**config.mk**
```make
export PLATFORM = sky130hd
export DESIGN_NAME = ball_engine
export DESIGN_NICKNAME = d
export VERILOG_FILES = /design/src/rtl/ball_engine.sv
export SDC_FILE = /design/constraint.sdc
export NUM_CORES = 1
export LEC_CHECK = 0
export BUFFER_PORTS_ARGS = -buffer_cell sky130_fd_sc_hd__buf_2
export CAP_MARGIN = 0
export CORE_UTILIZATION = 40
export CTS_CLUSTER_DIAMETER = 60
export DETAILED_ROUTE_END_ITERATION = 8
export PLACE_DENSITY = 0.62
export SETUP_SLACK_MARGIN = 0.05
export SKIP_CTS_REPAIR_TIMING = 1
export SYNTH_ARGS = -nofsm -noshare
export SYNTH_HDL_FRONTEND = slang
export SYNTH_SLANG_ARGS = --single-unit
```
**constraint.sdc**
```tcl
create_clock -name clk -period 8.5 [get_ports clk]
set_clock_uncertainty 0.2 [all_clocks]
set_input_delay 1.275 -clock clk [delete_from_list [all_inputs] [get_ports clk]]
set_output_delay 1.275 -clock clk [all_outputs]
set_load 0.01 [all_outputs]
```
**src/rtl/ball_engine.sv**
```systemverilog
// Per-frame Pong engine: ball motion, paddle/wall collision, scoring, win and game-over blink.
// All state advances on frame_tick; start acts immediately in IDLE/GAMEOVER; rst is asynchronous.
module ball_engine #(
    parameter int H_ACT        = 640,
    parameter int V_ACT        = 480,
    parameter int BALL_W       = 8,
    parameter int BALL_H       = 8,
    parameter int PAD_W        = 10,
    parameter int PAD_H        = 48,
    parameter int X_PADA       = 16,
    parameter int X_PADB       = 614,
    parameter int STEP         = 2,
    parameter int SERVE_FRAMES = 60,
    parameter int WIN_SCORE    = 7,
    parameter int FLASH_FRAMES = 16
) (
    input  logic       clk,
    input  logic       rst,
    input  logic       frame_tick,
    input  logic       start,
    input  logic [9:0] y_padA,
    input  logic [9:0] y_padB,
    output logic [9:0] x_padA,
    output logic [9:0] x_padB,
    output logic [9:0] x_ball,
    output logic [9:0] y_ball,
    output logic [2:0] scrA,
    output logic [2:0] scrB,
    output logic       lossA,
    output logic       lossB,
    output logic       gmv_flash,
    output logic       game_over
);

    localparam logic [10:0] HA = 11'(H_ACT);
    localparam logic [10:0] VA = 11'(V_ACT);
    localparam logic [10:0] BW = 11'(BALL_W);
    localparam logic [10:0] BH = 11'(BALL_H);
    localparam logic [10:0] PW = 11'(PAD_W);
    localparam logic [10:0] PH = 11'(PAD_H);
    localparam logic [10:0] XA = 11'(X_PADA);
    localparam logic [10:0] XB = 11'(X_PADB);
    localparam logic [10:0] ST = 11'(STEP);
    localparam logic [9:0]  XC = 10'((H_ACT - BALL_W) / 2);
    localparam logic [9:0]  YC = 10'((V_ACT - BALL_H) / 2);
    localparam logic [2:0]  WIN3 = 3'(WIN_SCORE);
    localparam int CNT_MAX = (SERVE_FRAMES > FLASH_FRAMES) ? SERVE_FRAMES : FLASH_FRAMES;
    localparam int CW = (CNT_MAX > 2) ? $clog2(CNT_MAX) : 1;
    localparam logic [CW-1:0] SERVE_LAST = CW'(SERVE_FRAMES - 1);
    localparam logic [CW-1:0] FLASH_LAST = CW'(FLASH_FRAMES - 1);

    typedef enum logic [1:0] {IDLE, SERVE, PLAY, GAMEOVER} state_t;

    state_t        state_q, state_d;
    logic [9:0]    x_q, x_d, y_q, y_d;
    logic          dx_q, dx_d, dy_q, dy_d;   // dx 1 = right, dy 1 = down
    logic [2:0]    scr_a_q, scr_a_d, scr_b_q, scr_b_d;
    logic          loss_a_q, loss_a_d, loss_b_q, loss_b_d;
    logic          flash_q, flash_d, over_q, over_d;
    logic [CW-1:0] cnt_q, cnt_d;

    logic [10:0] x11, y11, pa11, pb11;
    logic        ov_a, ov_b;
    logic [9:0]  nx, ny;
    logic        ndx, ndy, miss_l, miss_r;

    assign x11  = {1'b0, x_q};
    assign y11  = {1'b0, y_q};
    assign pa11 = {1'b0, y_padA};
    assign pb11 = {1'b0, y_padB};
    assign ov_a = (y11 + BH > pa11) && (y11 < pa11 + PH);
    assign ov_b = (y11 + BH > pb11) && (y11 < pb11 + PH);

    always_comb begin
        ny  = y_q;
        ndy = dy_q;
        if (dy_q) begin
            if (y11 + BH + ST >= VA) begin
                ny  = 10'(VA - BH);
                ndy = 1'b0;
            end else begin
                ny = 10'(y11 + ST);
            end
        end else if (y11 < ST) begin
            ny  = '0;
            ndy = 1'b1;
        end else begin
            ny = 10'(y11 - ST);
        end

        // Paddle face is tested before the miss so a ball grazing the edge still returns.
        nx     = x_q;
        ndx    = dx_q;
        miss_l = 1'b0;
        miss_r = 1'b0;
        if (!dx_q) begin
            if ((x11 >= XA + PW) && (x11 - ST <= XA + PW) && ov_a) begin
                nx  = 10'(XA + PW);
                ndx = 1'b1;
            end else if (x11 < ST) begin
                miss_l = 1'b1;
            end else begin
                nx = 10'(x11 - ST);
            end
        end else begin
            if ((x11 + BW <= XB) && (x11 + BW + ST >= XB) && ov_b) begin
                nx  = 10'(XB - BW);
                ndx = 1'b0;
            end else if (x11 + BW + ST > HA) begin
                miss_r = 1'b1;
            end else begin
                nx = 10'(x11 + ST);
            end
        end
    end

    always_comb begin
        state_d  = state_q;
        x_d      = x_q;
        y_d      = y_q;
        dx_d     = dx_q;
        dy_d     = dy_q;
        scr_a_d  = scr_a_q;
        scr_b_d  = scr_b_q;
        loss_a_d = loss_a_q;
        loss_b_d = loss_b_q;
        flash_d  = flash_q;
        over_d   = over_q;
        cnt_d    = cnt_q;
        case (state_q)
            IDLE: begin
                if (start) begin
                    state_d = SERVE;
                    cnt_d   = '0;
                end
            end
            SERVE: begin
                if (frame_tick) begin
                    if (cnt_q == SERVE_LAST) begin
                        state_d = PLAY;
                        cnt_d   = '0;
                    end else begin
                        cnt_d = cnt_q + 1'b1;
                    end
                end
            end
            PLAY: begin
                if (frame_tick) begin
                    if (miss_r || miss_l) begin
                        if (miss_r) scr_a_d = scr_a_q + 3'd1;
                        else        scr_b_d = scr_b_q + 3'd1;
                        cnt_d = '0;
                        if ((miss_r && scr_a_q + 3'd1 == WIN3) || (miss_l && scr_b_q + 3'd1 == WIN3)) begin
                            state_d  = GAMEOVER;
                            loss_b_d = miss_r;
                            loss_a_d = miss_l;
                            over_d   = 1'b1;
                            flash_d  = 1'b0;
                        end else begin
                            state_d = SERVE;
                            x_d     = XC;
                            y_d     = YC;
                            dx_d    = miss_r;   // serve toward whoever conceded
                        end
                    end else begin
                        x_d  = nx;
                        y_d  = ny;
                        dx_d = ndx;
                        dy_d = ndy;
                    end
                end
            end
            GAMEOVER: begin
                if (start) begin
                    state_d  = SERVE;
                    x_d      = XC;
                    y_d      = YC;
                    scr_a_d  = '0;
                    scr_b_d  = '0;
                    loss_a_d = 1'b0;
                    loss_b_d = 1'b0;
                    flash_d  = 1'b0;
                    over_d   = 1'b0;
                    cnt_d    = '0;
                end else if (frame_tick) begin
                    if (cnt_q == FLASH_LAST) begin
                        flash_d = ~flash_q;
                        cnt_d   = '0;
                    end else begin
                        cnt_d = cnt_q + 1'b1;
                    end
                end
            end
            default: state_d = IDLE;
        endcase
    end

    always_ff @(posedge clk or posedge rst) begin
        if (rst) begin
            state_q  <= IDLE;
            x_q      <= XC;
            y_q      <= YC;
            dx_q     <= 1'b1;
            dy_q     <= 1'b1;
            scr_a_q  <= '0;
            scr_b_q  <= '0;
            loss_a_q <= 1'b0;
            loss_b_q <= 1'b0;
            flash_q  <= 1'b0;
            over_q   <= 1'b0;
            cnt_q    <= '0;
        end else begin
            state_q  <= state_d;
            x_q      <= x_d;
            y_q      <= y_d;
            dx_q     <= dx_d;
            dy_q     <= dy_d;
            scr_a_q  <= scr_a_d;
            scr_b_q  <= scr_b_d;
            loss_a_q <= loss_a_d;
            loss_b_q <= loss_b_d;
            flash_q  <= flash_d;
            over_q   <= over_d;
            cnt_q    <= cnt_d;
        end
    end

    assign x_padA    = 10'(X_PADA);
    assign x_padB    = 10'(X_PADB);
    assign x_ball    = x_q;
    assign y_ball    = y_q;
    assign scrA      = scr_a_q;
    assign scrB      = scr_b_q;
    assign lossA     = loss_a_q;
    assign lossB     = loss_b_q;
    assign gmv_flash = flash_q;
    assign game_over = over_q;

endmodule
```
==> summary.md, run 1 <==
| Metric | Value |
|---|---|
| Row count | `40` |
| Slew Viols, Final | `0` |
| Critical path, cell by cell | `ha_1 -> nand3_1 -> o21a_1 -> or2_2 -> ha_1 -> nand3_1 -> nor4_1 -> or2_2 -> o221a_2 -> a311oi_1 -> o22ai_2 -> a41oi_2 -> o41ai_1 -> a22o_1` |
| Largest area contributor in the netlist | `ha_1` |
| Post-Synth Adder-Cell Area | `15.1%` |
| Power per cell area | `349 nW/µm²` |
| Post-Synthesis Cell Area | `a little under 5000 µm²` |
| Status | `completed` |
| Number of global-route vias before repair | `4513` |
| Arrival time worst endpoint | `5150 ps` |
| Worst setup path class | `reg2reg` |
| Critical hold path startpoint | `lossA` |
| Pwr Total | `roughly 1.9 mW` |
| Synth warn | `0` |
| Layout Area Growth over Synthesis | `8.38%` |
| DR pass1 iterations | `5` |
| Most common cell in the netlist | `ha_1` |
| Fin crit share | `61.0%` |
| Mux contribution to synthesized area | `under 10%` |
| Final Hold Viols | `0` |
| Io pins | `74` |
| Main synth FF type | `dfrtp_1` |
| FMAX | `between 150 and 200 MHz` |
| Final min period | `5180 ps` |
| Compound-gate portion of the synthesized area | `24.7%` |
| Leak Pwr | `about 2.5 nW` |
| Worst Setup SP | `y_ball[3]` |
| #FFs+latches synth | `38` |
| Number of DRC markers in iteration 0 | `304` |
| Num CTS Buffers | `5` |
| RSZ-0062 raised after global routing | `no` |
| Final ANT Viol Nets | `0` |
| Slew headroom | `17.5%` |
| Fraction of registers with async set/reset | `between 90% and 100%` |
| Max FO, Critical Path | `31` |
| Vias per cell | `5.71` |
| Simple-Gate Fraction of Synth Area | `between 20% and 30%` |
| Die ar. | `roughly 13000 µm²` |
| Clock Sink Count | `38` |
| Syn Inst Count | `about 640` |
| Setup violators final | `0` |
| H-tree levels | `2` |
| Cell family with most CP delay | `compound AO/OA/AOI/OAI gates` |
| Gr ovfl total | `0` |
| Buf/Inv on CP | `0` |
| RD Place Congestion | `0.916` |
| CTS tree | `yes` |
| Total core area | `between 10000 and 15000 µm²` |
| Die width | `114 µm` |
| Worst vdd ir | `0.179 mV` |
| Synth top cells by count | `ha_1 (60), nand2_1 (51), nor2_1 (51)` |
| Initial antenna violation count | `0` |
| First-pass GRT wire length | `21900 µm` |
| Detailed placement HPWL | `9930 µm` |
| Reg clk slew, reported paths | `approximately 60 ps` |
| Clock root cell | `clkbuf_16` |
| Max Cap Viol | `0` |
| DR WL/cell | `15.9 µm` |
| Share of cells above drive strength 1 | `14.4%` |
| Number of library cell types mapped by synthesis | `80` |
| Die Span Y | `114 µm` |
| DRC | `0` |
| Worst skew pair latency | `roughly 280 ps` |
| Diodes inserted | `0` |
| Synth top area share | `15.1%` |
| Vias | `4764` |
| Drt total wl | `13300 µm` |
| Hold WC Path Type | `reg2reg` |
| Fin nets | `750` |
| Post-synth EDFFs | `0` |
| Largest net degree at the start of global routing | `39` |
| # port buffers | `51` |
| Initial core utilization | `41.2%` |
| Synth Area in XOR/XNOR | `around 4.8%` |
| Largest family of logic cells by synthesized area | `compound AO/OA/AOI/OAI gates` |
| Least-Margin Pin Slew | `1240 ps` |
| Setup TNS | `0 ps` |
| Area of placed instances | `approximately 5200 µm²` |
| Max Root-Sink Buffers | `2` |
| All-layer global routing usage | `20.8%` |
| Synth Area per Inst | `7.72 µm²` |
| Area contributors post-synth | `ha_1 (15%), dfrtp_1 (13%), dfstp_2 (6.3%)` |
| CP Capture Type | `flop` |
| Critical Path Slowest Stage Cell | `a41oi_2` |
| Crit-path max cell delay | `1070 ps` |
| Final Cell Area | `~5400 µm²` |
| RR Startpoint | `y_ball[3]` |
| Required @ worst endpoint | `about 8500 ps` |
| Register area share after synthesis | `19.4%` |
| Setup crit start kind | `flop` |
metrics by stage:
step / hold slack, ps / setup slack (ps) / instances / util [%]
4_1_cts: 294 / 3290 / 835 / 44.7
3_5_place_dp: 279 / 3140 / 827 / 43.0
3_3_place_gp: 273 / 3270 / 827 / 43.0
6_report: 290 / 3320 / 835 / 44.7
2_1_floorplan: 294 / 4180 / 664 / -
5_1_grt: 315 / 2950 / 835 / 44.7
path summary, 6_finish.rpt:
path / endpoint / slack, ps / depth (start not counted)
hold / removal: lossA / 290 / 1
min in group asynchronous: cnt_q[0] / 910 / 3
hold reg to reg: lossA / 290 / 1
setup / recovery: x_ball[7] / 3320 / 14
setup reg to reg: x_ball[7] / 3320 / 14
max in group asynchronous: x_ball[3] / 6830 / 3
state kept, by name, indices dropped and copies added (netlist names):
name / flops
dx_q: 1
x_ball: 9
gmv_flash: 1
scrA: 3
game_over: 1
state_q: 2
scrB: 3
lossB: 1
y_ball: 9
lossA: 1
dy_q: 1
cnt_q: 6
final cells by class:
type / count / area [µm²]
clock buffer: 6 / 139
fill: 1212 / 6670
tap: 168 / 210
clock inverter: 2 / 60.1
sequential: 38 / 966
timing repair buffer: 52 / 263
inverter: 50 / 188
multi-input combinational: 519 / 3570
power breakdown:
part | leakage (nW) | total [mW] | switching [mW] | internal, mW
combinational | 1.92 | 1.18 | 0.704 | 0.480
clock | 0.0971 | 0.248 | 0.0723 | 0.176
sequential | 0.465 | 0.451 | 0.185 | 0.267
total | 2.48 | 1.88 | 0.960 | 0.923
layout by cell type (no fill, tap or decap), types with 15 or more instances in the layout:
master	instances
inv_1	49
nand2_1	51
nor2_1	51
xnor2_1	19
conb_1	22
ha_1	60
buf_2	51
nand2b_1	15
dfrtp_1	26
a21oi_1	33
nand3_1	26
o21ai_0	37
kinds of logic after synthesis:
logic type      Yosys count
xor+xnor                 27
flops                    38
buf+inv                 107
mux                       9
other cells               2
simple gates            226
compound gates          175
fa+ha+maj                60
routing by layer:
metal	vias to the layer above	share of wire, %	wire, µm	track usage, %
met5	-	0	0	0
met2	137	47	6200	35.2
met1	2278	47	6230	27.9
met4	0	1.7	232	6.40
li1	2330	-	-	-
met3	19	4.6	610	2.39
No activity file was read; power rests on OpenSTA's default activity.
==> run 2: changes to the inputs <==
- ABC_AREA: unset -> 1
- PLACE_DENSITY: 0.62 -> 0.64
- clock period: 8.5 -> 4.31 ns (I/O delays scaled with it)
==> run 2 against run 1 <==
Register-to-register slack lost 2400 ps. Final cell count increased by 20%. Clock power rose by 44%. Sequential power up 100%. Synthesized cell count grew 22%. Cell area is 2.7% higher. Critical endpoint is now scrA[0]. Highest routed layer unchanged.
==> summary.md, run 2 <==
| Metric | Value |
|---|---|
| Setup violators final | `0` |
| Most frequent cells in the layout | `nand2_1 (224), inv_1 (99), nand3_1 (71), nor2_1 (71), ha_1 (60)` |
| Clock root cell | `clkbuf_16` |
| First-pass GRT wire length | `21000 µm` |
| Leak Pwr | `3.04 nW` |
| Clock Sink Count | `38` |
| Reg clk slew, reported paths | `60 ps` |
| Synth top cells by count | `nand2_1 (224), inv_1 (99), nand3_1 (71), nor2_1 (71), ha_1 (60)` |
| Largest area contributor in the netlist | `nand2_1` |
| Initial antenna violation count | `0` |
| Drt total wl | `12300 µm` |
| Slew headroom | `64.5%` |
| Reg2reg setup slack | `900 ps` |
| Setup TNS | `0 ps` |
| Critical path, cell by cell | `ha_1 -> nand2_1 -> xor2_1 -> ha_1 -> inv_1 -> o211ai_1 -> a21oi_1 -> nand2_1 -> nand2_1 -> nor2_4 -> nand2_4 -> nand3_4 -> nand2_1 -> nand2_1 -> inv_1 -> nand3_1 -> o21ai_0` |
| Crit-path max cell delay | `~700 ps` |
| Gr ovfl total | `0` |
| Worst setup path class | `reg2reg` |
| R2R depth | `17` |
| Detailed placement HPWL | `around 9600 µm` |
| Diodes inserted | `0` |
| Post-synth EDFFs | `0` |
| Worst vdd ir | `0.323 mV` |
| Synth top area share | `roughly 16%` |
| Total core area | `12200 µm²` |
| Max FO, Critical Path | `12` |
| Hold WC Path Type | `in2async` |
| Worst skew pair latency | `roughly 280 ps` |
| CTS tree | `yes` |
| Row count | `40` |
| Number of library cell types mapped by synthesis | `between 40 and 50` |
| Post-Synthesis Cell Area | `5100 µm²` |
| Setup crit start kind | `flop` |
| Power per cell area | `697 nW/µm²` |
| Num CTS Buffers | `5` |
| Initial core utilization | `about two fifths` |
| Fraction of registers with async set/reset | `100%` |
| FF+latch area | `966 µm²` |
| FMAX | `293 MHz` |
| Final Hold Viols | `0` |
| Synth warn | `0` |
| All-layer global routing usage | `about a fifth` |
| Area contributors post-synth | `nand2_1 (16%), ha_1 (15%), dfrtp_1 (13%)` |
| Main synth FF type | `dfrtp_1` |
| Highest metal used | `met4` |
| Max Cap Viol | `0` |
| Synth Area per Inst | `6.48 µm²` |
| Multi-input logic area | `about 3600 µm²` |
| Slew Viols, Final | `0` |
| Max Root-Sink Buffers | `2` |
| Register area share after synthesis | `between 10% and 20%` |
| Critical Path Slowest Stage Cell | `dfstp_2` |
| RSZ-0062 raised after global routing | `no` |
| Final ANT Viol Nets | `0` |
| # port buffers | `51` |
| DR WL/cell | `12.3 µm` |
| Arrival time worst endpoint | `3410 ps` |
| Share of cells above drive strength 1 | `roughly 14%` |
| Required @ worst endpoint | `4310 ps` |
| Fin nets | `915` |
| Met2 wire length | `5380 µm` |
| Most frequent CP cell | `nand2_1` |
| Die width | `115 µm` |
| DR pass1 iterations | `5` |
| Final Cell Area | `approximately 5500 µm²` |
| DRC | `0` |
| RR Startpoint | `y_ball[3]` |
| Metal-1 WL | `6380 µm` |
| H-tree levels | `2` |
| Number of global-route vias before repair | `4408` |
| FILL cells | `1364` |
| CP Capture Type | `flop` |
| Reg2Reg Capture Point | `scrA[0]` |
| #FFs+latches synth | `38` |
| Largest net degree at the start of global routing | `39` |
| WL met3 | `451 µm` |
| RD Place Congestion | `0.857` |
| Syn Inst Count | `just under 800` |
| Layout Area Growth over Synthesis | `8.56%` |
| Least-Margin Pin Slew | `around 530 ps` |
| Most common cell in the netlist | `nand2_1` |
| Status | `completed` |
| Die ar. | `around 13000 µm²` |
| Io pins | `74` |
| Most common cell after layout, fill and taps aside | `nand2_1` |
| Vias per cell | `4.84` |
| Area of placed instances | `5400 µm²` |
| Number of DRC markers in iteration 0 | `between 200 and 300` |
| Fin crit share | `around four fifths` |
| Die Span Y | `115 µm` |
| Final min period | `3410 ps` |
| Vias | `around 4800` |
[run 2: layer usage]
layer  vias up  track usage, %
li1       2569               -
met1      2157            28.7
met2       107            31.7
met3         5            1.48
met4         0            3.55
met5         -               0
[run 2: cell type report]
type                            instances  area share [%]
Clock buffer                            6            2.33
Clock inverter                          2           0.248
Inverter                              103            7.03
Multi-Input combinational cell        629            64.2
Sequential cell                        38            17.4
Tap cell                              168            3.79
Timing Repair Buffer                   54            5.01
[run 2: worst max-delay path by stage]
stage                         start   endpoint  slack, ps  depth (start not counted)
final                     y_ball[3]    scrA[0]        900                         17
after global routing      y_ball[3]    scrA[0]        480                         17
after CTS                 y_ball[3]    scrA[0]        860                         17
after detailed placement  y_padB[4]  x_ball[8]        870                         21
after global placement    y_padB[4]  x_ball[3]        840                         21
after floorplan           y_padB[4]  y_ball[9]       1260                         21
[run 2: worst max-delay path, delay by kind of cell (launching register included)]
kind,cells,cell delay [ps]
buf+inv,2,190
flops,1,700
fa+ha+maj,2,650
simple gates,9,930
xor+xnor,1,350
compound gates,3,290
[run 2: where the power goes]
part	leakage (nW)	internal, mW	total (mW)	switching [mW]
clock network	0.0708	0.214	0.357	0.143
registers	0.466	0.556	0.920	0.364
logic	2.50	0.953	2.58	1.63
total	3.04	1.72	3.86	2.14
[run 2: cells by family (layout without fill, tap and decap cells)]
group | Yosys count | count (layout) | share of synthesized area (%)
AO/OA/AOI/OAI | 75 | 75 | 8.12
XOR/XNOR | 33 | 33 | 5.81
flip-flops | 38 | 38 | 18.9
adder cells (fa/ha/maj) | 60 | 60 | 14.7
other | 2 | 22 | 0.147
buffers and inverters | 140 | 165 | 12.9
AND/OR/NAND/NOR | 439 | 439 | 39.4
[run 2: metrics by stage]
stage	cells	hold WS [ps]	utilization (%)	worst slack [ps]	power [mW]
after floorplan	807	279	-	1260	2.86
after global placement	992	259	44.2	842	3.49
after detailed placement	992	259	44.2	867	3.50
after CTS	1000	274	45.4	862	3.88
after global routing	1000	286	45.4	479	4.32
final	1000	275	45.4	902	3.86
==> run 3: changes to the inputs <==
- clock period: 4.31 -> 2.75 ns (I/O delays scaled with it)
==> run 3 against run 2 <==
The run now ends with negative setup slack left. Worst setup slack got worse by 1100 ps. Worst hold slack got worse by 240 ps. Sequential share of layout area fell by 2.8 points. First-iteration DRC count fell by 1.7%. Sequential power rose by 32%. Critical path depth did not move. Die area did not move. Non-clock buffer count rose by 91. Critical path type unchanged. Critical endpoint is now cnt_q[3]. Largest cell class unchanged.
==> summary.md, run 3 (synthesis gave the netlist of run 2 again) <==
| Metric | Value |
|---|---|
| Diodes inserted | `0` |
| DP Worst Slack | `-328 ps` |
| Die width | `115 µm` |
| Gr ovfl total | `0` |
| Buf/Inv on CP | `2` |
| Least-Margin Pin Slew | `503 ps` |
| Most frequent cells in the layout | `nand2_1 (213), inv_1 (95), buf_4 (91), nor2_1 (65), nand3_1 (64)` |
| Final WS setup | `-207 ps` |
| Failing checks | `negative setup slack` |
| Combinational share of power | `74.3%` |
| CP Capture Type | `flop` |
| Initial antenna violation count | `0` |
| Worst vdd ir | `0.560 mV` |
| Setup violators final | `38` |
| Status | `finished with violations` |
| Power per cell area | `1110 nW/µm²` |
| Row count | `40` |
| Final Cell Area | `6580 µm²` |
| Die ar. | `13200 µm²` |
| Clock Sink Count | `38` |
| Total core area | `12200 µm²` |
| DRC | `0` |
| Setup TNS | `-5840 ps` |
| Max Root-Sink Buffers | `2` |
| Most frequent CP cell | `nand2_1` |
| Most common cell after layout, fill and taps aside | `nand2_1` |
| Max Cap Viol | `0` |
| Num CTS Buffers | `5` |
| Reg clk slew, reported paths | `60 ps` |
| Setup crit start kind | `flop` |
| Final min period | `2960 ps` |
| FMAX | `338 MHz` |
| NetSw | `between 3 and 4 mW` |
| Worst skew pair latency | `between 200 and 300 ps` |
| DR pass1 iterations | `5` |
| First-pass GRT wire length | `22100 µm` |
| Critical path, cell by cell | `buf_6 -> nand3_2 -> xor2_2 -> ha_1 -> nand2_1 -> o21ai_1 -> a21oi_1 -> nand2_1 -> nand2_2 -> nor2_4 -> nand2_4 -> nand3_4 -> nand3_4 -> nand2_4 -> inv_4 -> nand2_1 -> o21ai_1` |
| Hold slack | `between 30 and 40 ps` |
| Die Span Y | `approximately 110 µm` |
| Int Pwr | `3.60 mW` |
| Share of cells above drive strength 1 | `27.9%` |
| Max FO, Critical Path | `8` |
| Final Hold Viols | `0` |
| Sequential cell fraction of total power | `16.6%` |
| Vias per cell | `4.77` |
| Leak Pwr | `3.54 nW` |
| Fin crit share | `108%` |
| Area of placed instances | `6080 µm²` |
| Cell family with most CP delay | `simple AND/OR/NAND/NOR gates` |
| Placed cells | `1072` |
| Vias | `between 5000 and 6000` |
| Critical Path Slowest Stage Cell | `dfstp_2` |
| # port buffers | `51` |
| DR WL/cell | `12.4 µm` |
| Arrival time worst endpoint | `between 2000 and 3000 ps` |
| Worst setup path class | `reg2reg` |
| Drt total wl | `about 14000 µm` |
| Clock power share | `9.1%` |
| Io pins | `74` |
| Net Sw Frac | `50.8%` |
| FILL cells | `1247` |
| Detailed placement HPWL | `10600 µm` |
| CTS tree | `yes` |
| Final ANT Viol Nets | `0` |
| Hold WC Path Type | `in2async` |
| Final core area utilization | `53.9%` |
| RD Place Congestion | `0.856` |
| Fin nets | `approximately 1000` |
| Pwr Total | `7.32 mW` |
| Required @ worst endpoint | `~2700 ps` |
| All-layer global routing usage | `between 20% and 30%` |
| Largest net degree at the start of global routing | `39` |
| Number of DRC markers in iteration 0 | `284` |
| Initial core utilization | `a little over two fifths` |
| Clock root cell | `clkbuf_16` |
| Layout Area Growth over Synthesis | `28.9%` |
| Slew headroom | `66.3%` |
| Number of global-route vias before repair | `4722` |
| RSZ-0062 raised after global routing | `yes` |
| Non-filler cells, final | `between 1000 and 1500` |
| Slew Viols, Final | `0` |
| H-tree levels | `2` |
| Crit-path max cell delay | `600 ps` |
[run 3: cell count changes in the layout (fill, tap and decap cells not counted), sizes merged]
cell    change
buf        +91
bufinv      +1
clkinv      -2
nand2       +2
[run 3: metal layers]
metal  GRT usage (%)  wire length [µm]
met4            3.38               135
met1            29.0              6700
met3            2.32               519
met5               0                 0
met2            34.6              6180
[run 3: layout make-up]
class                   count  area, µm²  area share (%)
multi-input cells         631       3850            58.5
repair buffers            145        990            15.0
flip-flops and latches     38        966            14.7
inverters                 103        392            5.96
well taps                 168        210            3.20
clock buffers               6        139            2.11
clock inverters             1       30.0           0.457
[run 3: power groups by stage]
stage	combinational, mW	clock, mW	sequential (mW)
floorplan	3.36	0	1.25
global route	6.16	0.697	1.25
CTS	5.04	0.679	1.20
detailed placement	5.01	0	1.20
finish	5.44	0.667	1.21
global placement	4.97	0	1.21
[run 3: path summary, 6_finish.rpt]
path                                 from         to  slack [ps]  cells after the start
worst min-delay path                  rst   cnt_q[0]          40                      3
max in group asynchronous             rst  x_ball[4]        1940                      3
worst max-delay path            y_ball[3]   cnt_q[3]        -210                     17
worst max register to register  y_ball[3]   cnt_q[3]        -210                     17
min in group clk                    lossB      lossB         280                      2
worst min register to register      lossB      lossB         280                      2
[run 3: worst register-to-register path: stages (launching register included)]
cell and delay [ps]:
dfstp_2 600, buf_6 120, nand3_2 90, xor2_2 210
ha_1 350, nand2_1 90, o21ai_1 150, a21oi_1 80
nand2_1 70, nand2_2 70, nor2_4 120, nand2_4 90
nand3_4 130, nand3_4 160, nand2_4 150, inv_4 50
nand2_1 50, o21ai_1 50
